File: src/rtl/rr_grant_scheduler.sv
// Round-robin arbiter for 2**n requesters driving an n-to-2**n decoder.
// Grants are registered, held until done/withdrawal/timeout, and followed by one dead cycle.
module rr_grant_scheduler #(
  parameter int n        = 2,
  parameter int MAX_HOLD = 16
) (
  input  logic              clk,
  input  logic              rst,
  input  logic [2**n-1:0]   req,
  input  logic              done,
  output logic [2**n-1:0]   gnt,
  output logic [n-1:0]      gnt_idx,
  output logic              gnt_valid,
  output logic              timeout
);

  localparam int N   = 2**n;
  localparam int HCW = $clog2(MAX_HOLD) + 1;
  localparam logic [HCW-1:0] HOLD_LAST = (MAX_HOLD == 0) ? '0 : HCW'(MAX_HOLD - 1);
  localparam logic [N-1:0]   ONE_HOT0  = N'(1);

  typedef enum logic {IDLE, GRANT} state_t;

  state_t         state, state_nxt;
  logic [n-1:0]   ptr, ptr_nxt;
  logic [n-1:0]   idx_r, idx_nxt;
  logic [N-1:0]   gnt_r, gnt_nxt;
  logic           vld_r, vld_nxt;
  logic           to_r, to_nxt;
  logic [HCW-1:0] hold_cnt, hold_nxt;

  logic [n-1:0]   win, cand;
  logic           win_found;
  logic           rel_done, rel_drop, rel_to, release_now;

  // Scan from ptr upward with natural n-bit wrap; first requester found wins.
  always_comb begin
    win       = ptr;
    win_found = 1'b0;
    cand      = ptr;
    for (int k = 0; k < N; k++) begin
      cand = ptr + n'(k);
      if (!win_found && req[cand]) begin
        win       = cand;
        win_found = 1'b1;
      end
    end
  end

  always_comb begin
    rel_done    = done;
    rel_drop    = !req[idx_r];
    rel_to      = (MAX_HOLD != 0) && (hold_cnt == HOLD_LAST);
    release_now = rel_done || rel_drop || rel_to;
  end

  always_ff @(posedge clk) begin
    if (rst) begin
      state    <= IDLE;
      ptr      <= '0;
      idx_r    <= '0;
      gnt_r    <= '0;
      vld_r    <= 1'b0;
      to_r     <= 1'b0;
      hold_cnt <= '0;
    end else begin
      state    <= state_nxt;
      ptr      <= ptr_nxt;
      idx_r    <= idx_nxt;
      gnt_r    <= gnt_nxt;
      vld_r    <= vld_nxt;
      to_r     <= to_nxt;
      hold_cnt <= hold_nxt;
    end
  end

  always_comb begin
    state_nxt = state;
    case (state)
      IDLE:    if (win_found)   state_nxt = GRANT;
      GRANT:   if (release_now) state_nxt = IDLE;
      default:                  state_nxt = IDLE;
    endcase
  end

  // Registered grant datapath; timeout flags only a release caused by the hold limit alone.
  always_comb begin
    ptr_nxt  = ptr;
    idx_nxt  = idx_r;
    gnt_nxt  = gnt_r;
    vld_nxt  = vld_r;
    to_nxt   = 1'b0;
    hold_nxt = hold_cnt;
    case (state)
      IDLE: begin
        if (win_found) begin
          gnt_nxt  = ONE_HOT0 << win;
          idx_nxt  = win;
          vld_nxt  = 1'b1;
          hold_nxt = '0;
        end
      end
      GRANT: begin
        if (release_now) begin
          gnt_nxt = '0;
          vld_nxt = 1'b0;
          ptr_nxt = idx_r + n'(1);
          to_nxt  = rel_to && !rel_done && !rel_drop;
        end else if (MAX_HOLD != 0) begin
          hold_nxt = hold_cnt + HCW'(1);
        end
      end
      default: begin
        gnt_nxt = '0;
        vld_nxt = 1'b0;
      end
    endcase
  end

  always_comb begin
    gnt       = gnt_r;
    gnt_idx   = idx_r;
    gnt_valid = vld_r;
    timeout   = to_r;
  end

endmodule

File: config.mk
export PLATFORM = sky130hd
export DESIGN_NAME = rr_grant_scheduler
export DESIGN_NICKNAME = d
export VERILOG_FILES = /design/src/rtl/rr_grant_scheduler.sv
export SDC_FILE = /design/constraint.sdc
export NUM_CORES = 1
export LEC_CHECK = 0
export BUFFER_PORTS_ARGS = -buffer_cell sky130_fd_sc_hd__buf_2
export CAP_MARGIN = 10
export CELL_PAD_IN_SITES_DETAIL_PLACEMENT = 1
export CELL_PAD_IN_SITES_GLOBAL_PLACEMENT = 1
export CORE_ASPECT_RATIO = 0.8
export CORE_UTILIZATION = 35
export DETAILED_ROUTE_END_ITERATION = 12
export PLACE_DENSITY_LB_ADDON = 0.1
export SLEW_MARGIN = 20
export SYNTH_ARGS = -nofsm -noshare
export SYNTH_HDL_FRONTEND = slang
export SYNTH_SLANG_ARGS = --single-unit
File: constraint.sdc
create_clock -name clk -period 2.5 [get_ports clk]
set_clock_uncertainty 0.05 [all_clocks]
set_input_delay 0.5 -clock clk [delete_from_list [all_inputs] [get_ports clk]]
set_output_delay 0.5 -clock clk [all_outputs]
set_load 0.01 [all_outputs]
; ---- Word-level counts from Yosys, hierarchy flattened
; Index checks and enable logic that the tools add are counted.
[totals]
reg_bits = 16
input_bits = 7
out_inout_bits = 8
elab_cells = 70
[op_classes]
n_addsub = 5
n_lt_le_gt_ge = 5
n_eq_ne = 4
shifts = 1
n_mux = 29
bitwise_logic = 2
reduce_logical = 17
[ops]
columns = operator, n
row1 = $lt A2 B3 Y1 const B, 5
row2 = $mux W1, 13
row3 = $bmux W1 S2, 5
row4 = $mux W5, 2
row5 = $pmux W5 S2, 1
row6 = $mux W4, 2
row7 = $pmux W4 S2, 1
row8 = $reduce_and A2 Y1, 4
row9 = $mux W2, 3
row10 = $add A5 B1 Y5 const B, 1
row11 = $eq A5 B4 Y1 const B, 1
row12 = $logic_and A1 B1 Y1, 5
row13 = $logic_not A1 Y1, 5
row14 = $add A2 B1 Y2 const B, 2
row15 = $add A2 B2 Y2 const B, 2
row16 = $ne A2 B2 Y1 const B, 2
row17 = $pmux W1 S2, 2
row18 = $shl A1 B2 Y4 const A, 1
row19 = $reduce_or A3 Y1, 1
row20 = $logic_or A1 B1 Y1, 2
row21 = $ne A2 B1 Y1 const B, 1
row22 = $not A1 Y1, 2

; ---- Longest topological paths before layout
[logic_depth]
depth_word = 15
mapped_depth = 8
depth_no_buf = 8

; ---- Worst setup path after synthesis
; OpenSTA, ideal clock, no wires.
[synth_timing]
kind = reg2reg
start = register hold_cnt[0]
end = register hold_cnt[0]
setup_time_ns = 0.070
t_arrival_ns = 1.739
required_ns = 2.380
slack_ns = 0.641
path_stages_with_launch = 8
path_buffers = 0
period_less_slack_ns = 1.859
cell_sequence = dfxtp_1 ha_1 and3_1 ha_1 nor4b_2 a22oi_2 or2_2 a21oi_1
[synth_between]
elab_chain_len = 4
word_cells_on_any_way = 7
cone_classes = 1 x add/sub / 2 x eq/ne / 2 x mux / 2 x reduce/logical
[synth_lines]
columns = item, line
row1 = "start, declared", 30  ; logic [HCW-1:0] hold_cnt, hold_nxt;
row2 = "start signal, assigned", 73  ; hold_cnt <= hold_nxt;
row3 = "parallel branches: the longest is 4 deep, another holds $add A5 B1 Y5", -
; Several ways; the timed one is not identified. The select of a mux whose other input is x is not followed.
; A chain may end at the register's enable or synchronous reset.

; ---- Worst setup path after layout
; Ends and elaborated chain as after synthesis.

==> reports/summary.json <==
{
  "layout.filler_cells": 280,
  "outcome": "finished with violations",
  "timing.critical_path.arrival_ps": 2210,
  "via_per_inst": 5.30,
  "required_ps": 2670,
  "post_cts_setup_repair_buffer_count": 0,
  "crit_path_max_incr_delay_ps": 350,
  "synth-seq-cells": 16,
  "routed_length_on_met1_um": 971,
  "grt_antenna_before_repair": 0,
  "ys_async_rst_share": 0,
  "synth_enable_flop_cells": 0,
  "worst_skew_pair.late_latency_ps": 290,
  "io_pins": 15,
  "die_y_um": 45.8,
  "mappedNetlistArea_um2": 840,
  "yosysSeqAreaShare": 0.382,
  "num_vias": 731,
  "total_overflow_reported_by_the_global_router": 0,
  "track_usage": 0.171,
  "layout-drive-gt1-share": 0.257,
  "place.detailed.hpwl_um": 1400,
  "maxSlewViolCount": 0,
  "floorplan.initialDensity": 0.379,
  "antenna_cells": 0,
  "std_cell_rows": 15,
  "r2r_setup_slack_ps": 460,
  "synthFlopType": "sky130_fd_sc_hd__dfxtp_1",
  "cts-buffers-inserted": 3,
  "max_cap_violations": 0,
  "coreArea_um2": 2210,
  "routed_wire_length_on_met3_um": 55,
  "clk_pin_slew_ps": 100,
  "die_area_um2": 2600,
  "setup_violations": 0,
  "route.antenna.remaining_nets": 0,
  "grt_start_max_net_pins": 17,
  "cts_buffer_depth": 2,
  "clock_sinks": 16,
  "worst_hold_path_type": "input port to flop",
  "grt_pass1_vias": 724,
  "critical_path_class": "flop to flop",
  "cts_hold_repair.buffers": 0,
  "post-route-drc-count": 2,
  "power_uw": 576,
  "rsz0062_at_grt": "false",
  "cp_cell_sequence": "ha_1 > and3_1 > ha_1 > nor4b_2 > a22oi_2 > or2_2 > a21oi_1",
  "post-route-util": 0.433,
  "worst_ir_drop_vdd_uv": 223,
  "finish.net_count": 123,
  "grt_first_pass_wirelength_um": 3310,
  "violated_checks": "design-rule violations",
  "synthDistinctLibCells": 34,
  "worst_setup_sp_type": "flop",
  "routed.top_layer": "met4",
  "area_growth_pct": 14.3,
  "critical_path_peak_fanout": 9,
  "synth.avg_cell_area_um2": 8.66,
  "wl_met2_um": 840,
  "post_cts_resize_count": 0,
  "slowest_stage": "sky130_fd_sc_hd__dfxtp_1",
  "final_common_cell": "sky130_fd_sc_hd__dfxtp_1",
  "p_leak_uw": 0.000363,
  "min_cycle_time_layout_ps": 2040,
  "worst_slew_pin_slew_ps": 642,
  "h_tree_level_count": 1,
  "cts_tree": "done",
  "synth.net_count": 106,
  "slew_headroom": 0.569,
  "syn_inst_count": 97,
  "finalCritPeriodShare": 0.817,
  "route.detailed.wl_per_inst_um": 13.6,
  "final_cell_mix": "sky130_fd_sc_hd__dfxtp_1 (16), sky130_fd_sc_hd__buf_2 (14), sky130_fd_sc_hd__nand2_1 (12)",
  "timing.hold.ws_ps": 381,
  "placement.io_buffers": 14,
  "yosysWarningCount": 0,
  "maxClockFrequency_ghz": 0.490,
  "first_pass_iters": 8,
  "finalWirelength_um": 1880,
  "crit_path_frequent_cell": "sky130_fd_sc_hd__ha_1",
  "cts_root_buf": "sky130_fd_sc_hd__clkbuf_4",
  "place.gp.congestion": 0.779,
  "drt-initial-drc-count": 57,
  "hold_viol": 0,
  "power_density_nw_per_um2": 600,
  "chipWidth_um": 56.8,
  "setup-tns-final_ps": 0,
  "critical_path.endpoint_type": "flop"
}
[state kept, by name, summed over array words and instances, names as in the netlist]
signal	flops
gnt	4
gnt_idx	2
gnt_valid	1
hold_cnt	5
ptr	2
state	1
timeout	1
[where the power goes]
group	leakage, µW	internal, µW	total [µW]	switching [µW]
sequential	0.000131	271	287	16.7
clock	0.0000210	88.6	173	83.9
combinational	0.000211	50.0	116	66.1
[metal layers]
layer | GRT usage | up-vias
met4 | 0.0585 | 0
met1 | 0.232 | 348
met5 | 0 | -
met3 | 0.0426 | 2
met2 | 0.267 | 9
li1 | - | 372
[path summary, 6_finish.rpt]
kind / cells after the start / startpoint / end
hold reg to reg: 2 / gnt[1]$_SDFFE_PP0P_ / gnt[1]$_SDFFE_PP0P_
setup / recovery: 7 / hold_cnt[0]$_SDFFE_PP0P_ / hold_cnt[0]$_SDFFE_PP0P_
setup reg to reg: 7 / hold_cnt[0]$_SDFFE_PP0P_ / hold_cnt[0]$_SDFFE_PP0P_
hold / removal: 2 / done / timeout$_SDFF_PP0_
[Yosys cell counts (2+ instances only)]
master | number | area (µm²)
sky130_fd_sc_hd__ha_1 | 2 | 25.0
sky130_fd_sc_hd__nor2_1 | 9 | 33.8
sky130_fd_sc_hd__xnor2_1 | 3 | 26.3
sky130_fd_sc_hd__a21oi_1 | 11 | 55.1
sky130_fd_sc_hd__nand3b_1 | 2 | 15.0
sky130_fd_sc_hd__nor2b_1 | 4 | 25.0
sky130_fd_sc_hd__nand3_1 | 3 | 15.0
sky130_fd_sc_hd__nor3b_1 | 2 | 15.0
sky130_fd_sc_hd__nand2_1 | 12 | 45.0
sky130_fd_sc_hd__dfxtp_1 | 16 | 320
sky130_fd_sc_hd__or2_2 | 3 | 18.8
sky130_fd_sc_hd__nor3_1 | 4 | 20.0
sky130_fd_sc_hd__inv_1 | 4 | 15.0
sky130_fd_sc_hd__a211oi_1 | 2 | 15.0
[stage by stage]
step / instances / setup WS, ps / area (µm²)
after floorplan: 97 / 641 / 840
after global placement: 134 / 528 / 923
after detailed placement: 134 / 463 / 923
after CTS: 138 / 435 / 960
after global routing: 138 / 307 / 960
final: 138 / 458 / 960
[worst max-delay path, delay by kind of cell (launching register included)]
| family | cells | cell delay (ps) |
|---|---|---|
| and+or+nand+nor | 3 | 770 |
| AOI/OAI and AO/OA | 2 | 350 |
| adders and majority gates | 2 | 440 |
| DFF | 1 | 350 |
[final cells by class]
cell class                      count  area (µm²)  area share
Clock buffer                        4        36.3      0.0378
Inverter                            4        15.0      0.0156
Multi-Input combinational cell     74         479       0.499
Sequential cell                    16         320       0.334
Tap cell                           25        31.3      0.0326
Timing Repair Buffer               15        77.6      0.0808
[kinds of logic after synthesis]
group,after synthesis,synth area share
and+or+nand+nor,46,0.294
xor gates and xnor gates,3,0.0313
muxes,3,0.0432
adders and majority gates,2,0.0298
buffers and inverters,7,0.0477
AOI/OAI and AO/OA,20,0.173
DFF,16,0.382
No activity file was read; power rests on OpenSTA's default activity.
